$ cat src/rtl/orb_pkg.sv
// Shared constants and fill-state encoding for the orbit frame buffer.
// The serializer-side blocks import the same package.
package orb_pkg;

    localparam int ORB_W          = 12;
    localparam int ORB_DEPTH_LOG2 = 11;
    localparam int ORB_BANK_WORDS = 2048;

    typedef enum logic [1:0] {
        IDLE = 2'd0,
        GNT0 = 2'd1,
        GNT1 = 2'd2,
        FULL = 2'd3
    } fill_state_t;

    // One-hot grant presented while the fill machine sits in a given state.
    function automatic logic [1:0] grant_of(fill_state_t s);
        case (s)
            GNT0:    grant_of = 2'b01;
            GNT1:    grant_of = 2'b10;
            default: grant_of = 2'b00;
        endcase
    endfunction

endpackage

$ cat src/rtl/orb_rr_arb2.sv
// Two-way round-robin pick: prio=0 favours requester 0, prio=1 favours requester 1.
// prio_next hands priority to whichever requester did not win.
module orb_rr_arb2 (
    input  logic [1:0] req,
    input  logic       prio,
    output logic [1:0] pick,
    output logic       prio_next
);

    always_comb begin
        pick      = 2'b00;
        prio_next = prio;
        if (req[0] && (!req[1] || !prio)) begin
            pick      = 2'b01;
            prio_next = 1'b1;
        end else if (req[1]) begin
            pick      = 2'b10;
            prio_next = 1'b0;
        end
    end

endmodule

$ cat src/rtl/orb_buf_fill_arb.sv
// Write-side scheduler for the ping-pong orbit frame buffer: arbitrates two word
// streams in bursts and fills the bank opposite the one the serializer is reading.
module orb_buf_fill_arb
    import orb_pkg::*;
#(
    parameter int W          = ORB_W,
    parameter int DEPTH_LOG2 = ORB_DEPTH_LOG2,
    parameter int BURST      = 16
) (
    input  logic                  iClkOrb,
    input  logic                  reset,
    input  logic                  iSwitch,
    input  logic [1:0]            iReq,
    input  logic [1:0]            iVal,
    input  logic [W-1:0]          iData0,
    input  logic [W-1:0]          iData1,
    output logic [1:0]            oGnt,
    output logic                  oWrEn,
    output logic [DEPTH_LOG2:0]   oWrAddr,
    output logic [W-1:0]          oWrData,
    output logic                  oFull,
    output logic                  oUnderrun,
    output logic [DEPTH_LOG2:0]   oFillLast
);

    localparam int              PW        = DEPTH_LOG2 + 1;
    localparam logic [PW-1:0]   LAST_IDX  = PW'(2**DEPTH_LOG2 - 1);
    localparam logic [7:0]      LAST_BEAT = 8'(BURST - 1);

    fill_state_t   state, state_next;
    logic [1:0]    gnt_next;
    logic [PW-1:0] ptr;
    logic [7:0]    beat;
    logic          prio, prio_pick;
    logic [1:0]    pick;
    logic          sw_prev, sw_primed;
    logic          swap, accept, hit_full, burst_done, req_drop;
    logic [W-1:0]  acc_data;

    orb_rr_arb2 u_arb (
        .req       (iReq),
        .prio      (prio),
        .pick      (pick),
        .prio_next (prio_pick)
    );

    // sw_primed stands in for capturing iSwitch at reset: the first edge only loads sw_prev.
    assign swap       = sw_primed & (iSwitch ^ sw_prev);
    assign accept     = |(oGnt & iVal);
    assign acc_data   = (oGnt[1] & iVal[1]) ? iData1 : iData0;
    assign hit_full   = accept & (ptr == LAST_IDX);
    assign burst_done = accept & (beat == LAST_BEAT);
    assign req_drop   = |(oGnt & ~iReq);

    always_ff @(posedge iClkOrb or negedge reset) begin
        if (!reset) state <= IDLE;
        else        state <= state_next;
    end

    always_comb begin
        state_next = state;
        if (swap) begin
            state_next = IDLE;
        end else begin
            case (state)
                IDLE: begin
                    if (!oFull && pick[0])      state_next = GNT0;
                    else if (!oFull && pick[1]) state_next = GNT1;
                end
                GNT0, GNT1: begin
                    if (hit_full)                    state_next = FULL;
                    else if (burst_done || req_drop) state_next = IDLE;
                end
                FULL:    state_next = FULL;
                default: state_next = IDLE;
            endcase
        end
    end

    always_comb begin
        gnt_next = grant_of(state_next);
    end

    // A word accepted in the swap cycle lands at index 0 of the freshly released bank.
    always_ff @(posedge iClkOrb or negedge reset) begin
        if (!reset) begin
            oGnt      <= 2'b00;
            oWrEn     <= 1'b0;
            oWrAddr   <= '0;
            oWrData   <= '0;
            oFull     <= 1'b0;
            oUnderrun <= 1'b0;
            oFillLast <= '0;
            ptr       <= '0;
            beat      <= '0;
            prio      <= 1'b0;
            sw_prev   <= 1'b0;
            sw_primed <= 1'b0;
        end else begin
            sw_prev   <= iSwitch;
            sw_primed <= 1'b1;
            oGnt      <= gnt_next;
            oWrEn     <= accept;
            oUnderrun <= swap & ~oFull;
            if (accept) begin
                oWrData <= acc_data;
                oWrAddr <= {~iSwitch, swap ? {DEPTH_LOG2{1'b0}} : ptr[DEPTH_LOG2-1:0]};
            end
            if (swap) begin
                oFillLast <= ptr;
                oFull     <= 1'b0;
                ptr       <= accept ? PW'(1) : '0;
            end else begin
                if (accept)   ptr   <= ptr + 1'b1;
                if (hit_full) oFull <= 1'b1;
            end
            if (state_next != state) beat <= '0;
            else if (accept)         beat <= beat + 1'b1;
            if (state == IDLE && (state_next == GNT0 || state_next == GNT1))
                prio <= prio_pick;
        end
    end

endmodule

$ cat config.mk
export PLATFORM = sky130hd
export DESIGN_NAME = orb_buf_fill_arb
export DESIGN_NICKNAME = d
export VERILOG_FILES = /design/src/rtl/orb_pkg.sv /design/src/rtl/orb_rr_arb2.sv /design/src/rtl/orb_buf_fill_arb.sv
export SDC_FILE = /design/constraint.sdc
export NUM_CORES = 1
export LEC_CHECK = 0
export ABC_AREA = 1
export BUFFER_PORTS_ARGS = -buffer_cell sky130_fd_sc_hd__buf_2
export CAP_MARGIN = 15
export CORE_MARGIN = 3
export CORE_UTILIZATION = 48
export DETAILED_ROUTE_END_ITERATION = 6
export PLACE_DENSITY = 0.75
export SLEW_MARGIN = 30
export SYNTH_ARGS = -nofsm -noshare
export SYNTH_HDL_FRONTEND = slang
export SYNTH_HIERARCHICAL = 1
export SYNTH_SLANG_ARGS = --single-unit
$ cat constraint.sdc
create_clock -name iClkOrb -period 1.7 [get_ports iClkOrb]
set_clock_uncertainty 0.15 [all_clocks]
set_input_delay 0.085 -clock iClkOrb [delete_from_list [all_inputs] [get_ports iClkOrb]]
set_output_delay 0.085 -clock iClkOrb [all_outputs]
set_load 0.02 [all_outputs]
==> results.tsv, run 1 <==
stage	metric	value	unit
clocking	clockBufferDepth	2	
placed_design	dp_slack	-0.302	ns
synth	ys.flop_type	dfrtp_1	
pwr	power.leakage	2.22	nW
final_layout	syn_to_final_growth	47.4	%
run	drv_cap	0	
synth	syn_area_per_cell	8.86	sq um
worst_setup_path	cp-end-kind	register	
clocking	clock-sinks	66	
global_route	grt_pass1_wl	13.8	mm
timing	fin_crit	1.95	ns
global_route	grt_pass1_vias	2868	
die	die_x	85.8	um
clocking	cts_made_buffers	9	
placed_design	port_buffers	71	
detailed_routing	drt_iter0_markers	152	
final_layout	final_util	0.744	
pwr	vdd_ir_drop_max	1020	uV
die	rows	28	
detailed_routing	via_per_inst	5.15	
clocking	cts_root_buf	clkbuf_8	
die	core-area	6060	sq um
die	start_util	0.505	
timing	hold_violations	0	
worst_setup_path	reg2reg_slack	-0.25	ns
timing	fin_hold_ws	0.0546	ns
status	status	finished, violations left	
synth	synth_edf_count	0	
global_route	track_usage	0.243	
status	violations	negative setup slack	
clocking	h-tree-depth	3	
min_path	hold_depth	4	
worst_setup_path	path_common_cell	nand2_2	
worst_setup_path	worstPathMaxFanout	4	
placed_design	hpwl	5.03	mm
synth	syn-num-nets	383	
worst_setup_path	reg2regPathDepth	10	
final_layout	antennaDiodeCount	0	
detailed_routing	post_drt_wl_per_cell	15.3	um
clocking	cts_tree	built	
global_route	grt_max_degree	67	
min_path	hold_class	primary input to register	
die	die_h	85.8	um
timing	timing.final.crit_share	1.15	
worst_setup_path	slowest_stage	dfrtp_1	
synth	yosysWarnings	6	
worst_setup_path	crit_buf_inv	3	
placed_design	gp_congestion	0.868	
final_layout	nets	524	
worst_setup_path	crit_type	register to register	
timing	fmax	513	MHz
final_layout	most-common-layout-cells	nand2_1, buf_2, dfrtp_1	
timing	slew_violations	0	
worst_setup_path	crit_chain	inv_1, ha_1, nor2_2, nand2_2, nand2_2, inv_2, ha_4, inv_4, a21oi_2, a31oi_1	
worst_setup_path	cp.arrival	2.03	ns
synth	ys_seq_area_frac	0.540	
synth	syn_inst	345	
worst_setup_path	slowest_delay	0.42	ns
worst_setup_path	worstSetupStartpointType	register	
detailed_routing	first_pass_iters	4	
synth	synth.distinct_cells	34	
synth	syn_area	3060	sq um
worst_setup_path	worst-path-stages	10	
final_layout	final_common_cell	nand2_1	
clocking	clk_pin_slew	0.08	ns
detailed_routing	ant_nets	0	
final_layout	drive_gt1_frac	0.371	
clocking	clock_latency	0.35	ns
synth	async_reset_ff_frac	1.00	
global_route	antenna_found_initial	0	
timing	worst_slack	-0.250	ns
detailed_routing	drc	0	
worst_setup_path	cp.required	1.78	ns
detailed_routing	wl	8.67	mm
die	ios	72	
die	dieArea	7360	sq um
placed_design	post_dp_cell_area	3780	sq um
pwr	powerDensity	1370	nW/um^2
detailed_routing	vias	2913	
pwr	total_power	6.18	mW
global_route	grt-ovfl-total	0	
timing	setup_violations	10	
timing	rsz0062_at_grt	true	
final_layout	design_area	4510	sq um
synth	ys_seq_elements	66	
worst_setup_path	critPathTopFamily	adder cells	
==> final timing paths <==
| kind | start | endpoint |
|---|---|---|
| max | state[1]$_DFF_PN0_ | prio$_DFFE_PN0P_ |
| min | iVal[0] | oWrEn$_DFF_PN0_ |
| max reg2reg | state[1]$_DFF_PN0_ | prio$_DFFE_PN0P_ |
| min reg2reg | oWrAddr[8]$_DFFE_PN0P_ | oWrAddr[8]$_DFFE_PN0P_ |
| max in group asynchronous | reset | oWrData[1]$_DFFE_PN0P_ |
| min in group asynchronous | reset | oGnt[1]$_DFF_PN0_ |
==> layer usage <==
layer	up-vias	track usage	wire, um
li1	1406	-	-
met3	24	0.0461	337
met1	1410	0.309	3680
met2	73	0.395	4380
met4	0	0.127	276
met5	-	0	0
==> layout make-up <==
cell class | instances | area, sq um
multi-input combinational | 230 | 1400
tap | 75 | 93.8
inverter | 36 | 138
clock buffer | 11 | 141
timing repair buffer | 143 | 1000
clock inverter | 5 | 85.1
sequential | 66 | 1650
fill | 407 | 1550
==> per-stage QoR <==
step	instances	TNS, ns
final	566	-1.77
after global routing	566	-3.34
after CTS	565	-1.86
after detailed placement	520	-2.28
after global placement	520	-1.31
after floorplan	345	-0.181
==> power by group <==
part | internal [mW] | total (mW) | switching, mW | leakage, nW
clock network | 0.877 | 1.51 | 0.637 | 0.111
registers | 1.87 | 2.08 | 0.208 | 0.867
logic | 1.01 | 2.59 | 1.58 | 1.25
total | 3.76 | 6.18 | 2.43 | 2.22
==> registers in the layout (all words and copies together), names as in the netlist <==
name / flops
sw_primed: 1
oGnt: 2
oFull: 1
beat: 8
oFillLast: 12
oWrData: 12
prio: 1
oWrEn: 1
sw_prev: 1
state: 2
ptr: 12
oWrAddr: 12
oUnderrun: 1
==> what timing repair did <==
action | in CTS | in global routing
setup buffers | 1 | 1
pin swaps | 12 | 14
endpoints found under the hold margin | 81 | 0
setup endpoints to repair | 13 | 30
hold buffers | 28 | 0
resized for setup | 20 | 28
==> synthesized netlist by cell type (2+ instances only) <==
master	count	area share
nand3_1	8	0.013
a21oi_1	12	0.020
nor3_1	8	0.013
ha_1	7	0.029
xor2_1	6	0.017
nand2_2	5	0.010
inv_2	2	0.0025
a31oi_1	14	0.029
clkbuf_1	7	0.0086
nand2_1	83	0.10
inv_1	34	0.042
nor3_2	2	0.0065
dfrtp_1	66	0.54
nor2_2	10	0.020
o21ai_0	24	0.039
buf_1	3	0.0037
nor2_1	26	0.032
o31ai_1	11	0.027
buf_2	2	0.0033
==> tightest hold or removal path: stages <==
cell     delay (ns)
buf_2          0.11
nand2_2        0.07
nand2_4        0.08
buf_12         0.17
==> cells by family after synthesis <==
logic type | synth area share
and+or+nand+nor | 0.223
DFF | 0.540
AOI/OAI and AO/OA | 0.123
buffers and inverters | 0.0634
adders and majority gates | 0.0286
xor gates and xnor gates | 0.0172
other | 0.00123
muxes | 0.00327
Power figures use the tool's default switching activity.
==> run 2: changes to the inputs <==
--- a/config.mk
+++ b/config.mk
@@ -12,6 +12,7 @@
 export CORE_UTILIZATION = 48
 export DETAILED_ROUTE_END_ITERATION = 6
 export PLACE_DENSITY = 0.75
+export RECOVER_POWER = 100
 export SLEW_MARGIN = 30
 export SYNTH_ARGS = -nofsm -noshare
 export SYNTH_HDL_FRONTEND = slang
==> results.tsv, run 2 (synthesized netlist as in run 1, its figures left out) <==
stage	metric	value	unit	change
worst_setup_path	cp.required	1.78	ns	about the same
die	die_h	85.8	um	unchanged
worst_setup_path	crit_buf_inv	3		unchanged
worst_setup_path	path_common_cell	nand2_2		unchanged
global_route	grt_max_degree	67		unchanged
worst_setup_path	critPathTopFamily	adder cells		unchanged
placed_design	dp_slack	-0.302	ns	unchanged
clocking	clockBufferDepth	2		unchanged
pwr	vdd_ir_drop_max	1010	uV	was 1020 uV
final_layout	antennaDiodeCount	0		unchanged
final_layout	final_cells	566		unchanged
final_layout	final_util	0.730		was 0.744
clocking	cts_made_buffers	9		unchanged
timing	hold_violations	0		unchanged
pwr	total_power	6.11	mW	was 6.18 mW
timing	fin_crit	1.95	ns	about the same
detailed_routing	wl	8.68	mm	was 8.67 mm
final_layout	drive_gt1_frac	0.281		was 0.371
die	core-area	6060	sq um	unchanged
detailed_routing	vias	2928		was 2913
placed_design	port_buffers	71		unchanged
final_layout	register_area	1650	sq um	unchanged
timing	fmax	513	MHz	about the same
timing	worst_pin_slew	0.901	ns	
detailed_routing	drc	0		unchanged
timing	final.setup.tns	-2.25	ns	was -1.77 ns
clocking	h-tree-depth	3		unchanged
detailed_routing	ant_nets	0		unchanged
min_path	hold_class	primary input to register		unchanged
clocking	cts_tree	built		unchanged
final_layout	syn_to_final_growth	44.7	%	was 47.4%
placed_design	hpwl	5.03	mm	unchanged
status	status	finished, violations left		unchanged
final_layout	nets	524		unchanged
timing	rsz0062_at_grt	true		unchanged
detailed_routing	first_pass_iters	5		was 4
die	ios	72		unchanged
global_route	grt_pass1_vias	2868		unchanged
pwr	powerDensity	1380	nW/um^2	was 1370 nW/um^2
final_layout	most-common-layout-cells	nand2_1, dfrtp_1, clkbuf_1		was nand2_1, buf_2, dfrtp_1
placed_design	dp_cells	520		unchanged
timing	fin_hold_ws	0.0574	ns	was 0.0546 ns
clocking	clock_latency	0.35	ns	about the same
timing	timing.final.crit_share	1.15		about the same
worst_setup_path	crit_chain	inv_1, ha_1, nor2_2, nand2_2, nand2_2, inv_2, ha_4, inv_4, a21oi_2, a31oi_1		unchanged
worst_setup_path	cp.arrival	2.03	ns	about the same
clocking	cts_root_buf	clkbuf_8		unchanged
clocking	clock-sinks	66		unchanged
timing	worst_slack	-0.249	ns	was -0.250 ns
worst_setup_path	slowest_stage	dfrtp_1		unchanged
timing	setup_violations	28		was 10
global_route	grt_pass1_wl	13.8	mm	unchanged
final_layout	design_area	4420	sq um	was 4510 sq um
final_layout	multiInputGateArea	1390	sq um	was 1400 sq um
global_route	track_usage	0.243		unchanged
die	die_x	85.8	um	unchanged
status	violations	negative setup slack		unchanged
die	rows	28		unchanged
run	drv_cap	0		unchanged
global_route	grt-ovfl-total	0		unchanged
detailed_routing	drt_iter0_markers	132		was 152
global_route	antenna_found_initial	0		unchanged
worst_setup_path	crit_type	register to register		unchanged
timing	slew_violations	0		unchanged
worst_setup_path	worstSetupStartpointType	register		unchanged
clocking	clk_pin_slew	0.08	ns	about the same
worst_setup_path	cp-end-kind	register		unchanged
placed_design	post_dp_cell_area	3780	sq um	unchanged
timing	slew-limit-headroom	0.399		
die	dieArea	7360	sq um	unchanged
final_layout	fill_cells	448		was 407
detailed_routing	post_drt_wl_per_cell	15.3	um	about the same
worst_setup_path	worstPathMaxFanout	4		unchanged
worst_setup_path	slowest_delay	0.43	ns	was 0.42 ns
die	start_util	0.505		unchanged
detailed_routing	via_per_inst	5.17		was 5.15
placed_design	gp_congestion	0.868		unchanged
final_layout	final_common_cell	nand2_1		unchanged
pwr	power.leakage	2.06	nW	was 2.22 nW
[run 2: cell count changes in the layout (fill, tap and decap cells not counted), sizes merged]
cell    delta
clkbuf    +46
buf       -46
[run 2: path summary, 6_finish.rpt]
| path | startpoint | endpoint | slack (ns) | cells after the start |
|---|---|---|---|---|
| min | iVal[0] | oWrEn$_DFF_PN0_ | 0.06 | 4 |
| max in group asynchronous | reset | ptr[1]$_DFFE_PN0P_ | 0.46 | 3 |
| max | state[1]$_DFF_PN0_ | prio$_DFFE_PN0P_ | -0.25 | 10 |
| min in group asynchronous | reset | oWrData[5]$_DFFE_PN0P_ | 0.35 | 3 |
| max reg2reg | state[1]$_DFF_PN0_ | prio$_DFFE_PN0P_ | -0.25 | 10 |
| min reg2reg | oFillLast[8]$_DFFE_PN0P_ | oFillLast[8]$_DFFE_PN0P_ | 0.34 | 2 |
[run 2: final cells by class]
type / instances / area share
flip-flops and latches: 66 / 0.373
multi-input cells: 230 / 0.313
repair buffers: 143 / 0.210
clock buffers: 11 / 0.0320
inverters: 36 / 0.0311
well taps: 75 / 0.0212
clock inverters: 5 / 0.0192
[run 2: repair_timing]
item | in CTS | in global routing
resized for setup | 20 | 28
hold buffers | 28 | 0
setup buffers | 1 | 1
gates cloned | 0 | 0
endpoints found under the hold margin | 81 | 0
endpoints found under the setup margin | 13 | 30
pin swaps | 12 | 14
[run 2: power by group]
group	switching (mW)	internal [mW]
Sequential	0.214	1.87
Clock	0.637	0.877
Combinational	1.57	0.933
[run 2: worst reg2reg max path, cell delays in order (launching register included)]
cell and delay [ns]:
dfrtp_1 0.43, inv_1 0.12, ha_1 0.26, nor2_2 0.19, nand2_2 0.09, nand2_2 0.08, inv_2 0.06, ha_4 0.27
inv_4 0.03, a21oi_2 0.10, a31oi_1 0.05
[run 2: layer usage]
metal,track usage,wire length [um]
met3,0.0461,375
met1,0.309,3640
met4,0.127,307
met2,0.395,4350
met5,0,0
